<file path="config.mk">
export PLATFORM = sky130hd
export DESIGN_NAME = sweep_sched
export DESIGN_NICKNAME = d
export VERILOG_FILES = /design/src/rtl/sweep_sched.sv
export SDC_FILE = /design/constraint.sdc
export NUM_CORES = 1
export LEC_CHECK = 0
export BUFFER_PORTS_ARGS = -buffer_cell sky130_fd_sc_hd__buf_2
export CORE_MARGIN = 10
export CORE_UTILIZATION = 25
export CTS_BUF_LIST = sky130_fd_sc_hd__clkbuf_4
export CTS_CLUSTER_DIAMETER = 100
export CTS_CLUSTER_SIZE = 28
export DETAILED_ROUTE_END_ITERATION = 12
export GPL_TIMING_DRIVEN = 0
export PLACE_DENSITY_LB_ADDON = 0.25
export REMOVE_ABC_BUFFERS = 1
export SYNTH_ARGS = -nofsm -noshare
export SYNTH_HDL_FRONTEND = slang
export SYNTH_SLANG_ARGS = --single-unit
</file>
<file path="constraint.sdc">
create_clock -name clk_1_6384m -period 7.9 [get_ports clk_1_6384m]
set_input_delay 0.395 -clock clk_1_6384m [delete_from_list [all_inputs] [get_ports clk_1_6384m]]
set_output_delay 0.395 -clock clk_1_6384m [all_outputs]
set_load 0.01 [all_outputs]
</file>
<file path="src/rtl/sweep_sched.sv">
// Frequency-sweep learning-pass sequencer: tone load, settle, xfft reset/config, bin capture, RAM write.
// Define SWEEP_AVG2_EN to average two consecutive FFT frames per sweep step.
module sweep_sched #(
  parameter int unsigned N_STEPS    = 200,
  parameter int unsigned FFT_LEN    = 1024,
  parameter int unsigned SETTLE_CYC = 2048,
  parameter logic [15:0] FREQ_START = 16'd1,
  parameter logic [15:0] FREQ_STEP  = 16'd1,
  parameter logic [11:0] BIN_START  = 12'd1,
  parameter logic [11:0] BIN_STEP   = 12'd1,
  parameter int unsigned TIMEOUT    = 4096
) (
  input  logic        clk_1_6384m,
  input  logic        rst,
  input  logic        start,
  input  logic        abort,
  output logic [15:0] freq_word,
  output logic        freq_load,
  output logic        fft_aresetn,
  output logic        fft_cfg_tvalid,
  output logic [7:0]  fft_cfg_tdata,
  input  logic        fft_cfg_tready,
  input  logic        fft_tvalid,
  input  logic        fft_tlast,
  input  logic [15:0] fft_real,
  input  logic [15:0] fft_imag,
  input  logic [7:0]  fft_blk_exp,
  output logic        wr_en,
  output logic [11:0] wr_addr,
  output logic [15:0] wr_mag,
  output logic [7:0]  wr_exp,
  output logic        busy,
  output logic        done,
  output logic        err
);

  localparam int unsigned SW = $clog2(SETTLE_CYC) + 1;
  localparam int unsigned TW = $clog2(TIMEOUT) + 1;

  typedef enum logic [3:0] {
    S_IDLE, S_SET_FREQ, S_SETTLE, S_FFT_RST, S_CONFIG, S_RUN, S_WRITE, S_NEXT, S_DONE
  } state_t;

  state_t        state;
  logic [11:0]   step;
  logic [11:0]   target_bin;
  logic [11:0]   bin;
  logic [SW-1:0] settle_cnt;
  logic [TW-1:0] run_cnt;
  logic          hold_cnt;
  logic [15:0]   mag_lat;
  logic [7:0]    exp_lat;

  logic [16:0] re_ext, im_ext, abs_re, abs_im, mag_sum;
  logic [15:0] mag_sat, frame_mag;
  logic [7:0]  frame_exp;
  logic        hit, last_beat, tlast_bad;

  assign fft_cfg_tdata = 8'd1;

  always_comb begin
    re_ext    = {fft_real[15], fft_real};
    im_ext    = {fft_imag[15], fft_imag};
    abs_re    = re_ext[16] ? (17'd0 - re_ext) : re_ext;
    abs_im    = im_ext[16] ? (17'd0 - im_ext) : im_ext;
    mag_sum   = abs_re + abs_im;
    mag_sat   = mag_sum[16] ? 16'hFFFF : mag_sum[15:0];
    hit       = fft_tvalid && (bin == target_bin);
    last_beat = fft_tvalid && (bin == 12'(FFT_LEN - 1));
    tlast_bad = fft_tvalid && (fft_tlast != (bin == 12'(FFT_LEN - 1)));
    // include a capture landing on the final beat itself
    frame_mag = hit ? mag_sat : mag_lat;
    frame_exp = hit ? fft_blk_exp : exp_lat;
  end

`ifdef SWEEP_AVG2_EN
  logic        second;
  logic [15:0] mag0;
  logic [16:0] avg_sum;
  logic [15:0] avg_mag;

  always_comb begin
    avg_sum = {1'b0, mag0} + {1'b0, frame_mag};
    avg_mag = 16'(avg_sum >> 1);
  end
`endif

  always_ff @(posedge clk_1_6384m) begin
    if (rst) begin
      state          <= S_IDLE;
      freq_word      <= FREQ_START;
      freq_load      <= 1'b0;
      fft_aresetn    <= 1'b0;
      fft_cfg_tvalid <= 1'b0;
      wr_en          <= 1'b0;
      wr_addr        <= '0;
      wr_mag         <= '0;
      wr_exp         <= '0;
      busy           <= 1'b0;
      done           <= 1'b0;
      err            <= 1'b0;
      step           <= '0;
      target_bin     <= BIN_START;
      bin            <= '0;
      settle_cnt     <= '0;
      run_cnt        <= '0;
      hold_cnt       <= 1'b0;
      mag_lat        <= '0;
      exp_lat        <= '0;
`ifdef SWEEP_AVG2_EN
      second         <= 1'b0;
      mag0           <= '0;
`endif
    end else if (abort) begin
      state          <= S_IDLE;
      freq_load      <= 1'b0;
      fft_aresetn    <= 1'b0;
      fft_cfg_tvalid <= 1'b0;
      wr_en          <= 1'b0;
      done           <= 1'b0;
      busy           <= 1'b0;
      step           <= '0;
      freq_word      <= FREQ_START;
      target_bin     <= BIN_START;
    end else begin
      freq_load <= 1'b0;
      wr_en     <= 1'b0;
      done      <= 1'b0;
      case (state)
        S_IDLE: if (start) begin
          state      <= S_SET_FREQ;
          freq_load  <= 1'b1;
          busy       <= 1'b1;
          err        <= 1'b0;
          step       <= '0;
          freq_word  <= FREQ_START;
          target_bin <= BIN_START;
        end
        S_SET_FREQ: begin
          state      <= S_SETTLE;
          settle_cnt <= '0;
        end
        // SET_FREQ already spent one of the SETTLE_CYC cycles
        S_SETTLE: if (settle_cnt == SW'(SETTLE_CYC - 2)) begin
          state    <= S_FFT_RST;
          hold_cnt <= 1'b0;
        end else begin
          settle_cnt <= settle_cnt + SW'(1);
        end
        S_FFT_RST: if (hold_cnt) begin
          state          <= S_CONFIG;
          fft_aresetn    <= 1'b1;
          fft_cfg_tvalid <= 1'b1;
        end else begin
          hold_cnt <= 1'b1;
        end
        S_CONFIG: if (fft_cfg_tready) begin
          state          <= S_RUN;
          fft_cfg_tvalid <= 1'b0;
          bin            <= '0;
          run_cnt        <= '0;
          mag_lat        <= '0;
          exp_lat        <= '0;
`ifdef SWEEP_AVG2_EN
          second         <= 1'b0;
`endif
        end
        S_RUN: begin
          if (tlast_bad) err <= 1'b1;
          if (fft_tvalid) bin <= bin + 12'd1;
          if (hit) begin
            mag_lat <= mag_sat;
            exp_lat <= fft_blk_exp;
          end
          run_cnt <= run_cnt + TW'(1);
          if (last_beat) begin
`ifdef SWEEP_AVG2_EN
            if (!second) begin
              second  <= 1'b1;
              mag0    <= frame_mag;
              bin     <= '0;
              run_cnt <= '0;
              mag_lat <= '0;
              exp_lat <= '0;
            end else begin
              state       <= S_WRITE;
              wr_en       <= 1'b1;
              wr_addr     <= step;
              wr_mag      <= avg_mag;
              wr_exp      <= frame_exp;
              fft_aresetn <= 1'b0;
            end
`else
            state       <= S_WRITE;
            wr_en       <= 1'b1;
            wr_addr     <= step;
            wr_mag      <= frame_mag;
            wr_exp      <= frame_exp;
            fft_aresetn <= 1'b0;
`endif
          end else if (run_cnt == TW'(TIMEOUT - 1)) begin
            err         <= 1'b1;
            state       <= S_WRITE;
            wr_en       <= 1'b1;
            wr_addr     <= step;
            wr_mag      <= '0;
            wr_exp      <= '0;
            fft_aresetn <= 1'b0;
          end
        end
        S_WRITE: state <= S_NEXT;
        S_NEXT: if (step == 12'(N_STEPS - 1)) begin
          state <= S_DONE;
          done  <= 1'b1;
        end else begin
          state      <= S_SET_FREQ;
          freq_load  <= 1'b1;
          step       <= step + 12'd1;
          freq_word  <= freq_word + FREQ_STEP;
          target_bin <= target_bin + BIN_STEP;
        end
        S_DONE: begin
          state      <= S_IDLE;
          busy       <= 1'b0;
          step       <= '0;
          freq_word  <= FREQ_START;
          target_bin <= BIN_START;
        end
        default: state <= S_IDLE;
      endcase
    end
  end

endmodule

</file>
==> results.json <==
{
  "path_buf_inv": 1,
  "fp.dieArea_sq_um": 38800,
  "rows": 64,
  "synthFlopType": "dfxtp_1",
  "grt_pass1_wl_um": 35300,
  "pwr_density_cell_nw_per_um2": 168,
  "syn-cell-area_sq_um": 7840,
  "gp_congestion": 0.735,
  "setup_viol": 0,
  "dr.pass1.iters": 5,
  "synthTopCellsByCount": "dfxtp_1 (149), nor2_1 (136), nand2_1 (112)",
  "grt_max_degree": 47,
  "cts_sinks": 149,
  "yosysUniqueCellTypes": 65,
  "reg2reg_depth": 6,
  "n_fill_cell": 3367,
  "power.leakage_nw": 3.42,
  "via_per_inst": 4.67,
  "cts_buffers": 17,
  "crit_slowest_cell": "or4_1",
  "fin_nets": 1129,
  "synth_top_cell_area_share_pct": 38.0,
  "synth-edff-count": 0,
  "cp_slowest_stage_delay_ns": 0.49,
  "final.period_utilization_pct": 48.8,
  "whs_ns": 0.0851,
  "yosys-top-cells-area": "dfxtp_1 (38%), xnor2_1 (7.1%), nor2_1 (6.5%)",
  "timing.rr.end": "wr_mag[3]",
  "grt_pass1_vias": 6676,
  "ant_nets": 0,
  "setup_tns_ns": 0,
  "rsz0062_at_grt": "no",
  "drt_iter0_markers": 373,
  "ys_seq_elements": 149,
  "min-delay-start": "fft_blk_exp[4]",
  "yosys_warnings": 0,
  "hp-class": "in2reg",
  "min_to": "exp_lat[4]",
  "drive_above_1_share_pct": 14.3,
  "place_inst": 1432,
  "ys_seq_area_share_pct": 38.0,
  "dpl.hpwl_um": 16000,
  "crit_arrival_ns": 4.32,
  "crit_path_start_kind": "input port",
  "relSlewSlack_pct": 22.8,
  "grt-ovfl-total": 0,
  "worst_clock_skew_ns": 0.0228,
  "grt_use_total_pct": 11.0,
  "ir_drop_v": 0.000141,
  "synthArstFlopShare_pct": 0,
  "status": "finished, final reports clean",
  "drc_errors": 0,
  "hold_path_depth": 3,
  "endpoint_kind": "register",
  "cts_setup_buffers": 0,
  "routedWlPerCell_um": 14.6,
  "die_width_um": 197,
  "antenna_found_initial": 2,
  "slew_viol_final": 0,
  "final_cells": 1466,
  "cp_max_fo": 13,
  "syn_inst": 966,
  "syn_avg_cell_area_sq_um": 8.12,
  "finalHoldViolCount": 0,
  "areaGrowthSynthToFinish_pct": 15.7,
  "cts_root_buf": "clkbuf_4",
  "io_buffer_count": 105,
  "worstPathCellList": "buf_2 -> nor3_1 -> nand2_1 -> or3_1 -> or4_1 -> o41ai_1 -> xnor2_1 -> ha_1 -> a31oi_1 -> nand2_1 -> nor3_1 -> a21o_1 -> and2_1 -> a21oi_1 -> a21o_1",
  "finalCriticalPeriod_ns": 3.85,
  "yosys.area.top_type": "dfxtp_1",
  "die_h_um": 197,
  "io_pins": 114,
  "ctsHtreeMaxLevel": 4,
  "maxCapViolations": 0,
  "timing.fmax_ghz": 0.260,
  "timing.rr.start": "bin[10]",
  "critPathKind": "in2reg",
  "path_clk_slew_ns": 0.14,
  "post_cts_resized": 0,
  "ff2ff_setup_slack_ns": 4.38,
  "yosys.cell_count.top_type": "dfxtp_1",
  "vias": 6846,
  "hold_buffers": 0,
  "required_ns": 8.36,
  "cts_tree": "yes",
  "start_util_pct": 25.5,
  "critical-path-top-delay-family": "simple AND/OR/NAND/NOR gates",
  "worstMarginPinSlew_ns": 1.15,
  "routed_wl_um": 21400,
  "core_sq_um": 30700,
  "fin_total_pwr_mw": 1.53,
  "clk_latency_ns": 0.56,
  "cts.path.max_buffers": 2
}
==> how the worst max path moves through the flow <==
stage,start,end,slack (ns),cells past startpoint
floorplan,fft_real[1],wr_mag[13],4.26,14
global placement,target_bin[2],mag_lat[7],2.50,5
detailed placement,fft_real[1],wr_mag[7],3.52,15
CTS,fft_real[1],wr_mag[7],4.16,15
global route,fft_real[2],wr_mag[7],3.71,15
finish,fft_real[2],wr_mag[7],4.05,15
==> metal layers <==
metal	part of all wire (%)	vias to the layer above	GRT usage, %
met5	0.061	-	0
met4	0.78	2	2.56
met3	4.8	10	3.24
met2	45	99	17.4
met1	50	3172	14.5
li1	-	3563	-
==> cell families (layout without fill, tap and decap cells) <==
group / after synthesis / in the layout / share of synthesized area [%]
AO/OA/AOI/OAI: 207 / 207 / 16.5
XOR/XNOR: 107 / 107 / 12.0
adder cells (fa/ha/maj): 26 / 26 / 4.24
buffers and inverters: 59 / 156 / 3.41
flip-flops: 149 / 149 / 38.0
multiplexers: 8 / 8 / 1.02
other: 2 / 9 / 0.0958
AND/OR/NAND/NOR: 408 / 408 / 24.7
==> registers in the layout, indices dropped and copies added, names as in the netlist, 4 cells and up <==
name / cells
step: 12
exp_lat: 8
freq_word: 16
state: 4
run_cnt: 13
target_bin: 12
settle_cnt: 12
mag_lat: 16
wr_addr: 12
wr_mag: 16
wr_exp: 8
bin: 12
==> stage by stage <==
stage	util [%]	setup WS, ns	instance area, sq um
2_1_floorplan	-	4.26	7650
3_3_place_gp	28.2	2.50	8670
3_5_place_dp	28.4	3.52	8720
4_1_cts	29.4	4.16	9040
5_1_grt	29.5	3.71	9070
6_report	29.5	4.05	9070
==> worst register-to-register path, stage by stage, from the launching register on <==
cell and delay, ns:
dfxtp_1 0.38, or3b_1 0.40, nor4_1 0.92, a31oi_1 0.19, nor2_1 0.72, nor2_1 0.48, a22o_1 0.35
==> power breakdown <==
part / internal (mW) / switching, mW / leakage [nW]
sequential: 0.753 / 0.00292 / 1.20
clock: 0.228 / 0.320 / 0.167
combinational: 0.0868 / 0.137 / 2.05
total: 1.07 / 0.460 / 3.42
==> layout make-up <==
| type | count | area [sq um] | share of cell area, % |
|---|---|---|---|
| Antenna cell | 1 | 2.50 | 0.0276 |
| Clock buffer | 17 | 128 | 1.41 |
| Clock inverter | 15 | 194 | 2.14 |
| Inverter | 15 | 56.3 | 0.620 |
| Multi-Input combinational cell | 764 | 4630 | 51.0 |
| Sequential cell | 149 | 2980 | 32.9 |
| Tap cell | 396 | 495 | 5.46 |
| Timing Repair Buffer | 109 | 591 | 6.51 |
==> layout by cell type, fill, tap and decap left out, drive strengths merged, types with 19 or more instances in the layout <==
master and instances:
nand2 112, inv 21, dfxtp 149, nor2 136, nor3 22, a21oi 71, xnor2 64, nand4 19
xor2 43, nand3 31, buf 109, ha 25, o21ai 44
Power figures use the tool's default switching activity.
